`src/rtl/uart_pkg.sv`:
```
// rtl/uart_pkg.sv - shared constants for the uart receiver, transmitter and loopback controller
package uart_pkg;

  localparam int DEFAULT_DATA_WIDTH = 8;
  localparam int DEFAULT_CLK_HZ     = 50_000_000;
  localparam int DEFAULT_BAUD       = 115_200;
  localparam int CLKS_PER_BIT       = DEFAULT_CLK_HZ / DEFAULT_BAUD;

  // One-hot loopback controller states
  localparam logic [4:0] ST_IDLE      = 5'b00001;
  localparam logic [4:0] ST_START     = 5'b00010;
  localparam logic [4:0] ST_WAIT_BUSY = 5'b00100;
  localparam logic [4:0] ST_WAIT_DONE = 5'b01000;
  localparam logic [4:0] ST_GAP       = 5'b10000;

endpackage

```
`src/rtl/uart_sync_fifo.sv`:
```
// rtl/uart_sync_fifo.sv - synchronous byte fifo with combinational head read
module uart_sync_fifo
  import uart_pkg::*;
#(
  parameter int DATA_WIDTH = DEFAULT_DATA_WIDTH,
  parameter int FIFO_DEPTH = 16
) (
  input  logic                          sysclk,
  input  logic                          rst,
  input  logic                          push,
  input  logic [DATA_WIDTH-1:0]         push_data,
  input  logic                          pop,
  output logic [DATA_WIDTH-1:0]         head,
  output logic                          full,
  output logic                          empty,
  output logic [$clog2(FIFO_DEPTH):0]   count
);

  localparam int AW = $clog2(FIFO_DEPTH);
  localparam int CW = AW + 1;

  logic [DATA_WIDTH-1:0] mem [FIFO_DEPTH];
  logic [AW-1:0]         wr_ptr;
  logic [AW-1:0]         rd_ptr;
  logic                  push_ok;
  logic                  pop_ok;

  // A full fifo still accepts a byte when the head leaves in the same cycle
  assign full    = (count == CW'(FIFO_DEPTH));
  assign empty   = (count == '0);
  assign push_ok = push && (!full || pop);
  assign pop_ok  = pop && !empty;
  assign head    = mem[rd_ptr];

  // Storage write; old head is read before the edge so push-on-full with pop is safe
  always_ff @(posedge sysclk) begin
    if (push_ok) begin
      mem[wr_ptr] <= push_data;
    end
  end

  // Pointers wrap naturally at FIFO_DEPTH (power of two); count tracks occupancy
  always_ff @(posedge sysclk) begin
    if (rst) begin
      wr_ptr <= '0;
      rd_ptr <= '0;
      count  <= '0;
    end else begin
      if (push_ok) begin
        wr_ptr <= wr_ptr + AW'(1);
      end
      if (pop_ok) begin
        rd_ptr <= rd_ptr + AW'(1);
      end
      case ({push_ok, pop_ok})
        2'b10:   count <= count + CW'(1);
        2'b01:   count <= count - CW'(1);
        default: count <= count;
      endcase
    end
  end

endmodule

```
`src/rtl/uart_loop_ctrl.sv`:
```
// rtl/uart_loop_ctrl.sv - buffers received bytes and relaunches them through the transmitter
module uart_loop_ctrl
  import uart_pkg::*;
#(
  parameter int DATA_WIDTH  = DEFAULT_DATA_WIDTH,
  parameter int FIFO_DEPTH  = 16,
  parameter int GAP_CYCLES  = 0,
  parameter int ACK_TIMEOUT = 64
) (
  input  logic                        sysclk,
  input  logic                        rst,
  input  logic                        enable,
  input  logic [DATA_WIDTH-1:0]       rx_data,
  input  logic                        rx_data_valid,
  output logic [DATA_WIDTH-1:0]       tx_data,
  output logic                        tx_start,
  input  logic                        tx_busy,
  output logic [$clog2(FIFO_DEPTH):0] fifo_count,
  output logic                        overflow,
  output logic                        tx_timeout,
  input  logic                        clear_err
);

  localparam int TW = $clog2(ACK_TIMEOUT) + 1;
  localparam int GW = $clog2(GAP_CYCLES + 2);
  // Counter value one short of ACK_TIMEOUT-1: the increment out of it is the timeout
  localparam logic [TW-1:0] TO_PRE   = TW'(ACK_TIMEOUT - 2);
  // GAP always lasts at least one cycle, so a zero gap shares the single-cycle path
  localparam logic [GW-1:0] GAP_LAST = GW'((GAP_CYCLES == 0) ? 0 : GAP_CYCLES - 1);

  logic [4:0]            state;
  logic [TW-1:0]         to_cnt;
  logic [GW-1:0]         gap_cnt;
  logic [DATA_WIDTH-1:0] fifo_head;
  logic                  fifo_full;
  logic                  fifo_empty;
  logic                  pop;
  logic                  overflow_set;
  logic                  timeout_set;

  assign pop          = (state == ST_IDLE) && enable && !fifo_empty;
  assign overflow_set = rx_data_valid && fifo_full && !pop;
  assign timeout_set  = (state == ST_WAIT_BUSY) && !tx_busy && (to_cnt == TO_PRE);

  uart_sync_fifo #(
    .DATA_WIDTH (DATA_WIDTH),
    .FIFO_DEPTH (FIFO_DEPTH)
  ) u_fifo (
    .sysclk    (sysclk),
    .rst       (rst),
    .push      (rx_data_valid),
    .push_data (rx_data),
    .pop       (pop),
    .head      (fifo_head),
    .full      (fifo_full),
    .empty     (fifo_empty),
    .count     (fifo_count)
  );

  // Launch sequencer: pop, pulse tx_start, wait for busy to rise and fall, then gap
  always_ff @(posedge sysclk) begin
    if (rst) begin
      state    <= ST_IDLE;
      tx_data  <= '0;
      tx_start <= 1'b0;
      to_cnt   <= '0;
      gap_cnt  <= '0;
    end else begin
      tx_start <= 1'b0;
      case (state)
        ST_IDLE: begin
          if (pop) begin
            tx_data  <= fifo_head;
            tx_start <= 1'b1;
            state    <= ST_START;
          end
        end
        ST_START: begin
          to_cnt <= '0;
          state  <= ST_WAIT_BUSY;
        end
        ST_WAIT_BUSY: begin
          if (tx_busy) begin
            state <= ST_WAIT_DONE;
          end else begin
            to_cnt <= to_cnt + TW'(1);
            if (to_cnt == TO_PRE) begin
              gap_cnt <= '0;
              state   <= ST_GAP;
            end
          end
        end
        ST_WAIT_DONE: begin
          if (!tx_busy) begin
            gap_cnt <= '0;
            state   <= ST_GAP;
          end
        end
        ST_GAP: begin
          if (gap_cnt == GAP_LAST) begin
            state <= ST_IDLE;
          end else begin
            gap_cnt <= gap_cnt + GW'(1);
          end
        end
        default: state <= ST_IDLE;
      endcase
    end
  end

  // Sticky error flags; a set event in the same cycle as clear_err wins
  always_ff @(posedge sysclk) begin
    if (rst) begin
      overflow   <= 1'b0;
      tx_timeout <= 1'b0;
    end else begin
      overflow   <= overflow_set | (overflow & ~clear_err);
      tx_timeout <= timeout_set | (tx_timeout & ~clear_err);
    end
  end

endmodule

```
`config.mk`:
```
export PLATFORM = sky130hd
export DESIGN_NAME = uart_loop_ctrl
export DESIGN_NICKNAME = d
export VERILOG_FILES = /design/src/rtl/uart_pkg.sv /design/src/rtl/uart_sync_fifo.sv /design/src/rtl/uart_loop_ctrl.sv
export SDC_FILE = /design/constraint.sdc
export NUM_CORES = 1
export LEC_CHECK = 0
export BUFFER_PORTS_ARGS = -buffer_cell sky130_fd_sc_hd__buf_2
export CAP_MARGIN = 20
export CORE_MARGIN = 1.5
export CORE_UTILIZATION = 40
export CTS_BUF_LIST = sky130_fd_sc_hd__clkbuf_8
export DETAILED_ROUTE_END_ITERATION = 7
export SLEW_MARGIN = 20
export SYNTH_ARGS = -nofsm -noshare
export SYNTH_HDL_FRONTEND = slang
export SYNTH_SLANG_ARGS = --single-unit
```
`constraint.sdc`:
```
create_clock -name sysclk -period 3.4 [get_ports sysclk]
set_clock_uncertainty 0.2 [all_clocks]
set_input_delay 0.17 -clock sysclk [delete_from_list [all_inputs] [get_ports sysclk]]
set_output_delay 0.17 -clock sysclk [all_outputs]
set_load 0.005 [all_outputs]
```
Yosys cells after proc, flatten, opt, wreduce, memory -nomap -nowiden --
Memory sizes are Yosys's and may differ from the RTL's. A register that Yosys moved wholly into a read port is not among the register bits. Cells that the tools add are included.
Storage, ports and cells: register bits after elaboration 29, memory bits (writable) 128, input port bits 14, output and inout port bits 16, memories kept 1
Cells by class: add/sub/neg operators 6, equality and inequality tests 15, muxes and demuxes 17, bitwise operators 6, reduce and logical (&&, ||, !) cells 22
Memories:
- u_fifo.mem | words 16, bits a word 8, read ports 1, clocked after Yosys merged registers in 1, wr ports 1, line uart_sync_fifo.sv:22 | logic [DATA_WIDTH-1:0] mem [FIFO_DEPTH];
Operators by type and width (count):
- $mux 5 | 5
- $pmux 5 s5 | 1
- $pmux 7 s2 | 1
- $eq 5x5->1 const B | 2
- $pmux 5 s2 | 1
- $add 4x1->4 const B | 2
- $logic_and 1x1->1 | 8
- $ne 2x2->1 const B | 4
- $reduce_and 4->1 | 2
- $add 7x1->7 const B | 1
- $eq 7x6->1 const B | 1
- $mux 1 | 7
- $mux 7 | 1
- $add 5x1->5 const B | 1
- $eq 5x1->1 const B | 1
- $eq 5x2->1 const B | 1
- $eq 5x3->1 const B | 1
- $eq 5x4->1 const B | 1
- $logic_not 5->1 | 1
- $sub 5x1->5 const B | 1
- $logic_not 1->1 | 4
- $reduce_and 2->1 | 2
- $reduce_bool 2->1 | 2
- $ne 3x2->1 const B | 1
- 11 further kinds | 14

Longest topological paths before layout --
Gate-level depths: netlist of the first run.
depth in word-level cells 7, depth in mapped cells 13, mapped depth without buffers 12

Hierarchy --
Synthesis of the first run repeated with hierarchy kept, for this count alone.
Second synthesis, totals: cells, all modules 424, area total of the unflattened synthesis 6871.6 um^2
By module, submodules not included:
- uart_sync_fifo | times used 1, cells an instance 321, area an instance 5849.4 um^2
- uart_loop_ctrl | times used 1, cells an instance 103, area an instance 1022.2 um^2

Worst setup path after synthesis of the first run --
OpenSTA, ideal clock, no wires.
kind reg2reg, start point register u_fifo.count[0], end point register u_fifo.count[4], setup time 0.121 ns, data arrival time 3.216 ns, required time 3.079 ns, path slack -0.136 ns, stages on the path, launching flop included 14, buffers on the path 1, clock period less this slack 3.536 ns, cell sequence dfxtp_1 > or4_4 > a311o_1 > and2_4 > buf_6 > inv_1 > ha_1 > inv_1 > fa_1 > nor2b_1 > o21ai_0 > nand3_1 > or3b_2 > mux2_2
On the way: cells in the longest elaborated chain, start to end 7, elaborated cells between the ends (all ways) 14, classes of those cells add/sub: 2; eq/ne: 3; mux: 1; reduce/logical: 8
Ends and longest elaborated chain:
- from (decl) | line uart_sync_fifo.sv:16 | output logic [$clog2(FIFO_DEPTH):0] count
- from (signal assigned) | line uart_sync_fifo.sv:56 | 2'b10: count <= count + CW'(1);
- from (signal assigned) | line uart_sync_fifo.sv:57 | 2'b01: count <= count - CW'(1);
- from (signal assigned) | line uart_sync_fifo.sv:58 | default: count <= count;
- $logic_not 5->1 | line uart_sync_fifo.sv:30 | assign empty = (count == '0);
- $logic_not 1->1 | line uart_sync_fifo.sv:32, uart_loop_ctrl.sv:41
- $logic_and 1x1->1 | line uart_loop_ctrl.sv:41 | assign pop = (state == ST_IDLE) && enable && !fifo_empty;
- $logic_or 1x1->1 | line uart_sync_fifo.sv:31 | assign push_ok = push && (!full || pop);
- $logic_and 1x1->1 | line uart_sync_fifo.sv:31
- $eq 2x1->1 / $eq 2x2->1 (equally long branches) | line uart_sync_fifo.sv:55 | case ({push_ok, pop_ok})
- $pmux 5 s2 / $reduce_bool 2->1 (equally long branches)
Parallel ways exist; a longest one is shown, timed or not. A chain may end at the register's enable or synchronous reset.

Final worst setup path of the first run --
start point register u_fifo.count[3], end point register u_fifo.count[4]
Same word-level chain as after synthesis.

==> results of run 1 <==
==> repair_timing <==
action / 4_1_cts / 5_1_grt
pin swaps: 3 / 1
hold endpoints to repair: 138 / 0
resized for setup: 3 / 2
endpoints found under the setup margin: 1 / 1
buffers inserted: 2 / 0
hold buffers: 15 / 0
==> tightest hold or removal path: cells and delay by family (launching register included) <==
kind,cells,cell delay (ps)
AO/OA/AOI/OAI,2,130
flip-flops,1,320
==> stage by stage <==
| step | total power [mW] | setup TNS [ps] | instances | hold slack [ps] | area (sq um) |
|---|---|---|---|---|---|
| floorplan | 3.00 | 0 | 441 | 68.9 | 6620 |
| global placement | 3.29 | 0 | 683 | 245 | 7100 |
| detailed placement | 3.32 | -23.1 | 683 | 246 | 7100 |
| CTS | 4.62 | 0 | 732 | 296 | 7630 |
| global route | 4.79 | 0 | 732 | 331 | 7640 |
| finish | 4.60 | 0 | 732 | 298 | 7640 |
==> routing by layer <==
| layer | track usage, % | up-vias | part of all wire (%) |
|---|---|---|---|
| li1 | - | 1808 | - |
| met1 | 20.5 | 1928 | 46 |
| met2 | 27.0 | 64 | 49 |
| met3 | 3.13 | 16 | 2.7 |
| met4 | 7.41 | 0 | 1.9 |
| met5 | 0 | - | 0 |
==> synth_stat cells, types with 2 or more instances <==
cell type / n / area (sq um)
edfxtp_1: 128 / 3840
nor2_1: 47 / 176
dfxtp_1: 36 / 721
mux2i_1: 34 / 340
mux4_2: 16 / 360
o22ai_1: 16 / 100
a21oi_1: 14 / 70.1
clkbuf_1: 14 / 52.6
nand2_1: 14 / 52.6
a211oi_1: 11 / 82.6
ha_1: 11 / 138
inv_1: 10 / 37.5
a311oi_1: 8 / 70.1
nor2b_1: 8 / 50.1
nor3_1: 7 / 35.0
buf_2: 6 / 30.0
nand3_1: 6 / 30.0
o21ai_0: 6 / 30.0
xor2_1: 6 / 52.6
nand2b_1: 5 / 31.3
nand3b_1: 4 / 30.0
buf_1: 3 / 11.3
nand4_1: 3 / 18.8
nor4_1: 3 / 18.8
xnor2_1: 3 / 26.3
and3_1: 2 / 12.5
and3b_1: 2 / 17.5
nand2_2: 2 / 12.5
or3_1: 2 / 12.5
==> final cells by class <==
class                      count  area [sq um]
clock buffer                  17           234
timing repair buffer          67           480
fill                        1441          8360
inverter                      10          37.5
clock inverter                15           125
multi-input combinational    243          1920
tap                          216           270
sequential                   164          4570
==> cell families after synthesis <==
family	after synthesis	share of synthesized area (%)
fa+ha+maj	12	2.39
xor+xnor	9	1.19
simple gates	110	8.22
buf+inv	34	2.16
mux	51	10.8
compound gates	61	6.14
flops	164	69.1
==> state kept, by name, indices dropped and copies added, names as in the netlist <==
signal         flops
state              5
tx_timeout         1
tx_start           1
u_fifo.count       5
u_fifo.wr_ptr      4
to_cnt             7
u_fifo.rd_ptr      4
u_fifo.mem       128
overflow           1
tx_data            8
==> path summary, 6_finish.rpt <==
kind,startpoint,to,slack (ps),depth (start not counted)
setup / recovery,u_fifo.count[3],u_fifo.count[4],90,12
hold / removal,to_cnt[6],to_cnt[6],300,2
setup reg to reg,u_fifo.count[3],u_fifo.count[4],90,12
hold reg to reg,to_cnt[6],to_cnt[6],300,2
==> power groups by stage <==
stage	registers, mW	logic, mW	clock network [mW]
3_5_place_dp	2.40	0.919	0
3_3_place_gp	2.39	0.900	0
6_report	2.35	0.954	1.29
2_1_floorplan	2.40	0.601	0
4_1_cts	2.35	0.947	1.32
5_1_grt	2.37	1.03	1.40
==> layout by cell type, fill, tap and decap left out, types with 7 or more instances in the layout <==
cell type        n
dfxtp_1         34
mux4_2          16
a211oi_1        11
buf_4           22
mux2i_1         34
o22ai_1         16
buf_2           29
nor2_1          47
edfxtp_1       128
nand2_1         14
clkbuf_8        17
inv_1           12
nor2b_1          7
dlygate4sd3_1   15
nor3_1           7
ha_1            10
a311oi_1         8
a21oi_1         14
==> results.tsv, run 1 <==
stage	metric	value	unit
power	pwr-share-comb	20.7	%
floorplan	initial_core_util	41.3	%
run	maxCapViolCount	0	
cts	cts.sinks	164	
timing	setup_violations	0	
cells_and_area	drive_gt1_share	20.7	%
power	vdd_drop_max	315	uV
timing	finalHoldViolCount	0	
synthesis	synth_edf_count	128	
synthesis	ys_seq_area_share	69.1	%
cts	cts_root_buf	clkbuf_8	
setup_path	path_buf_inv	2	
setup_path	crit_path_end_kind	flop	
floorplan	die_h	131	um
power	p_per_area	602	nW/um^2
synthesis	synthFlopType	edfxtp_1	
placed_design	pre_cts_slack	-23.1	ps
routing	wl	13500	um
power	pwr-share-clk	28.0	%
placed_design	port_buffers	29	
synthesis	postSynthAreaPerCell	15.0	sq um
floorplan	dieArea	17300	sq um
timing	fin_crit	3310	ps
synthesis	synthDistinctLibCells	43	
cts	cts_buffers	17	
setup_path	path_max_fanout	4	
timing	drv_slew	0	
setup_path	cp_cell_sequence	or4_4 > a311o_1 > and2_4 > inv_1 > ha_4 > inv_2 > fa_2 > nor2b_4 > o21ai_2 > nand3_1 > or3b_2 > mux2_2	
placed_design	gp_congestion	0.802	
power	p_int	3.34	mW
cells_and_area	area_growth	15.6	%
floorplan	die_w	131	um
routing	avgViaCountPerCell	5.21	
power	p_leak	2.52	nW
cts	tritoncts	done	
power	p_sw	1.26	mW
global_routing	antenna_found_initial	0	
floorplan	coreArea	16000	sq um
routing	drt-pass1-iter-count	5	
cells_and_area	post-route-util	47.7	%
synthesis	yosys_register_bits	164	
setup_path	crit_type	reg2reg	
timing	worst_slew_pin_slew	1020	ps
global_routing	grt_max_degree	36	
setup_path	cp-start-kind	flop	
setup_path	arrival	3460	ps
global_routing	grt_pass1_wl	20900	um
run_status	outcome	completed	
floorplan	rows	46	
global_routing	grt_overflow	0	
global_routing	first_global_vias	3784	
routing	drt_iter0_markers	215	
setup_path	crit_required	3550	ps
cts	path_clk_slew	80	ps
routing	num_vias	3816	
setup_path	slowest_delay	540	ps
routing	drcViolationCount	0	
synthesis	ys_async_sr_fraction	0	%
timing	fmax	302	MHz
synthesis	netlist_instances	441	
power	seqPwrFrac	51.2	%
setup_path	path_delay_family	simple AND/OR/NAND/NOR gates	
cells_and_area	nets	529	
cells_and_area	diodes	0	
cts	cts_max_path_buffers	2	
timing	rsz0062_at_grt	false	
timing	fin_crit_sh	97.4	%
cts	insertion_delay	450	ps
cts	cts-htree-levels	4	
power	switching_share	27.5	%
routing	wl_per_cell	18.5	um
routing	antenna_left	0	
placed_design	dp_hpwl	8920	um
timing	setup_slack	88.6	ps
timing	slew_headroom	31.5	%
setup_path	crit_slowest_cell	or4_4	
global_routing	grt_use_total	16.2	%
worst_hold_path	hold_class	reg2reg	
floorplan	pin_count	30	
synthesis	syn_nets	467	
synthesis	yosysWarnings	0	
synthesis	synth.cell_area	6600	sq um
No activity file was read; power rests on OpenSTA's default activity.
==> run 2, diff against run 1 <==
PLACE_DENSITY_LB_ADDON = 0.2   (was default)
==> run 2 against run 1 <==
Register-to-register slack better by 80 ps. Via count down 0.97%. Highest routed layer unchanged. Non-clock buffer count unchanged. Worst setup slack better by 75 ps. Largest cell class unchanged. Critical path depth unchanged. Critical path type unchanged. Sequential share of layout area up 0.25 points. First-iteration DRC count up 17%.
==> results.tsv, run 2 (same netlist as run 1, synthesis figures left out) <==
stage	metric	value	unit
power	vdd_drop_max	342	uV
cells_and_area	largest_reg_flops	128	
cells_and_area	final_cell_mix	edfxtp_1, nor2_1, mux2i_1, dfxtp_1, buf_2	
setup_path	crit_required	3540	ps
setup_path	arrival	3380	ps
run	maxCapViolCount	0	
cells_and_area	nets	529	
floorplan	rows	46	
cts	cts_root_buf	clkbuf_8	
cells_and_area	drive_gt1_share	20.9	%
setup_path	slowest_delay	550	ps
floorplan	die_w	131	um
setup_path	crit_type	reg2reg	
placed_design	dpl.cell_count	684	
placed_design	dp_hpwl	9270	um
global_routing	antenna_found_initial	0	
placed_design	placed_cell_area	7110	sq um
timing	rsz0062_at_grt	false	
cells_and_area	layout_commonest_cell	edfxtp_1	
setup_path	crit-reg2reg-capture	u_fifo.count[4]	
setup_path	cpMostUsedCell	inv_2	
setup_path	rrSetupSlack	160	ps
timing	finalHoldViolCount	0	
routing	drt-pass1-iter-count	4	
placed_design	pre_cts_slack	-39.6	ps
cells_and_area	fin_area	7610	sq um
cts	cts_buffers	17	
timing	drv_slew	0	
timing	worst_slew_pin_slew	969	ps
setup_path	cp-start-kind	flop	
setup_path	r2r_cells	12	
timing	setup_slack	164	ps
global_routing	grt_use_total	16.8	%
routing	antenna_left	0	
timing	slew_headroom	34.8	%
routing	wl_per_cell	18.8	um
worst_hold_path	worstHoldStart	rst	
setup_path	r2r_start	u_fifo.count[1]	
placed_design	port_buffers	29	
timing	fin_crit	3240	ps
run_status	outcome	completed	
setup_path	crit_path_end_kind	flop	
setup_path	crit_slowest_cell	or4_4	
worst_hold_path	whs_path_depth	2	
global_routing	grt_overflow	0	
routing	wl	13800	um
floorplan	die_h	131	um
global_routing	grt_pass1_wl	21700	um
floorplan	pin_count	30	
routing	avgViaCountPerCell	5.16	
cells_and_area	fill_cells	1480	
timing	fin_crit_sh	95.2	%
cts	cts.sinks	164	
worst_hold_path	hold_class	in2reg	
timing	fmax	309	MHz
cells_and_area	area_growth	15.2	%
cts	cts_max_path_buffers	2	
global_routing	grt_max_degree	36	
floorplan	initial_core_util	41.3	%
setup_path	path_max_fanout	4	
power	p_leak	2.52	nW
routing	num_vias	3779	
floorplan	coreArea	16000	sq um
routing	drcViolationCount	0	
setup_path	cp_cell_sequence	or4_4 > a311o_1 > and2_4 > inv_2 > ha_4 > inv_2 > fa_2 > nor2b_4 > o21ai_2 > nand3_1 > or3b_4 > mux2_2	
timing	setup_tns	0	ps
cts	tritoncts	done	
cells_and_area	largest-register	u_fifo.mem	
placed_design	gp_congestion	0.866	
power	p_per_area	596	nW/um^2
floorplan	dieArea	17300	sq um
cts	insertion_delay	450	ps
timing	setup_violations	0	
routing	drt_iter0_markers	251	
global_routing	first_global_vias	3810	
cells_and_area	diodes	0	
worst_hold_path	hold_end	tx_timeout	
cells_and_area	top_regs	u_fifo.mem x128, tx_data x8, to_cnt x7	
cts	path_clk_slew	80	ps
cts	cts-htree-levels	4	
cells_and_area	stdcell_count	732	
[run 2: cell count changes in the layout (fill, tap and decap cells not counted)]
cell,previous run,this run
or3b_2,1,0
inv_2,1,2
or3b_4,0,1
clkinvlp_4,3,2
buf_4,22,24
dlygate4sd3_1,15,13
clkinv_2,4,2
inv_1,12,15
bufinv_16,2,0
clkbuf_8,17,20
clkinv_1,3,1
[run 2: worst max path at each step]
stage / to / start
finish: u_fifo.count[4] / u_fifo.count[1]
global route: u_fifo.count[4] / u_fifo.count[1]
CTS: u_fifo.count[4] / u_fifo.count[3]
detailed placement: u_fifo.count[4] / u_fifo.count[3]
global placement: u_fifo.count[4] / u_fifo.count[3]
floorplan: u_fifo.count[4] / u_fifo.count[3]
[run 2: where the power goes]
| group | total, mW | internal (mW) | leakage, nW | switching [mW] |
|---|---|---|---|---|
| combinational | 0.968 | 0.448 | 0.879 | 0.520 |
| clock | 1.20 | 0.539 | 0.191 | 0.659 |
| sequential | 2.37 | 2.28 | 1.45 | 0.0873 |
| total | 4.53 | 3.27 | 2.52 | 1.27 |
[run 2: stage by stage]
| stage | hold WS, ps | power [mW] | util, % |
|---|---|---|---|
| after floorplan | 68.9 | 3.00 | - |
| after global placement | 241 | 3.30 | 44.4 |
| after detailed placement | 238 | 3.33 | 44.4 |
| after CTS | 1.55 | 4.53 | 47.3 |
| after global routing | 52.6 | 4.76 | 47.5 |
| final | 24.9 | 4.53 | 47.5 |
[run 2: worst max-delay path, delay by kind of cell (launching register included)]
family,cells,cell delay (ps)
adders and majority gates,2,530
buffers and inverters,2,110
muxes,1,270
and+or+nand+nor,5,1300
AOI/OAI and AO/OA,2,410
DFF,1,320
[run 2: area by class of cell]
cell class | count | area [sq um] | share of cell area, %
inverter | 10 | 37.5 | 0.494
clock inverter | 12 | 55.1 | 0.724
clock buffer | 20 | 275 | 3.62
timing repair buffer | 67 | 475 | 6.25
tap | 216 | 270 | 3.55
sequential | 164 | 4570 | 60.0
multi-input combinational | 243 | 1930 | 25.3
[run 2: layer usage]
metal / global-route usage [%] / up-vias / wire, um
met5: 0 / - / 0
met4: 6.67 / 0 / 248
met3: 3.59 / 16 / 476
met2: 26.4 / 55 / 6690
met1: 22.8 / 1902 / 6370
li1: - / 1806 / -
[run 2: timing repair]
action                                 4_1_cts  5_1_grt
setup endpoints to repair                    1        1
hold buffers                                13        0
setup buffers                                0        3
endpoints found under the hold margin      136        0
pin swaps                                    0        3
gates resized for setup                      2        5
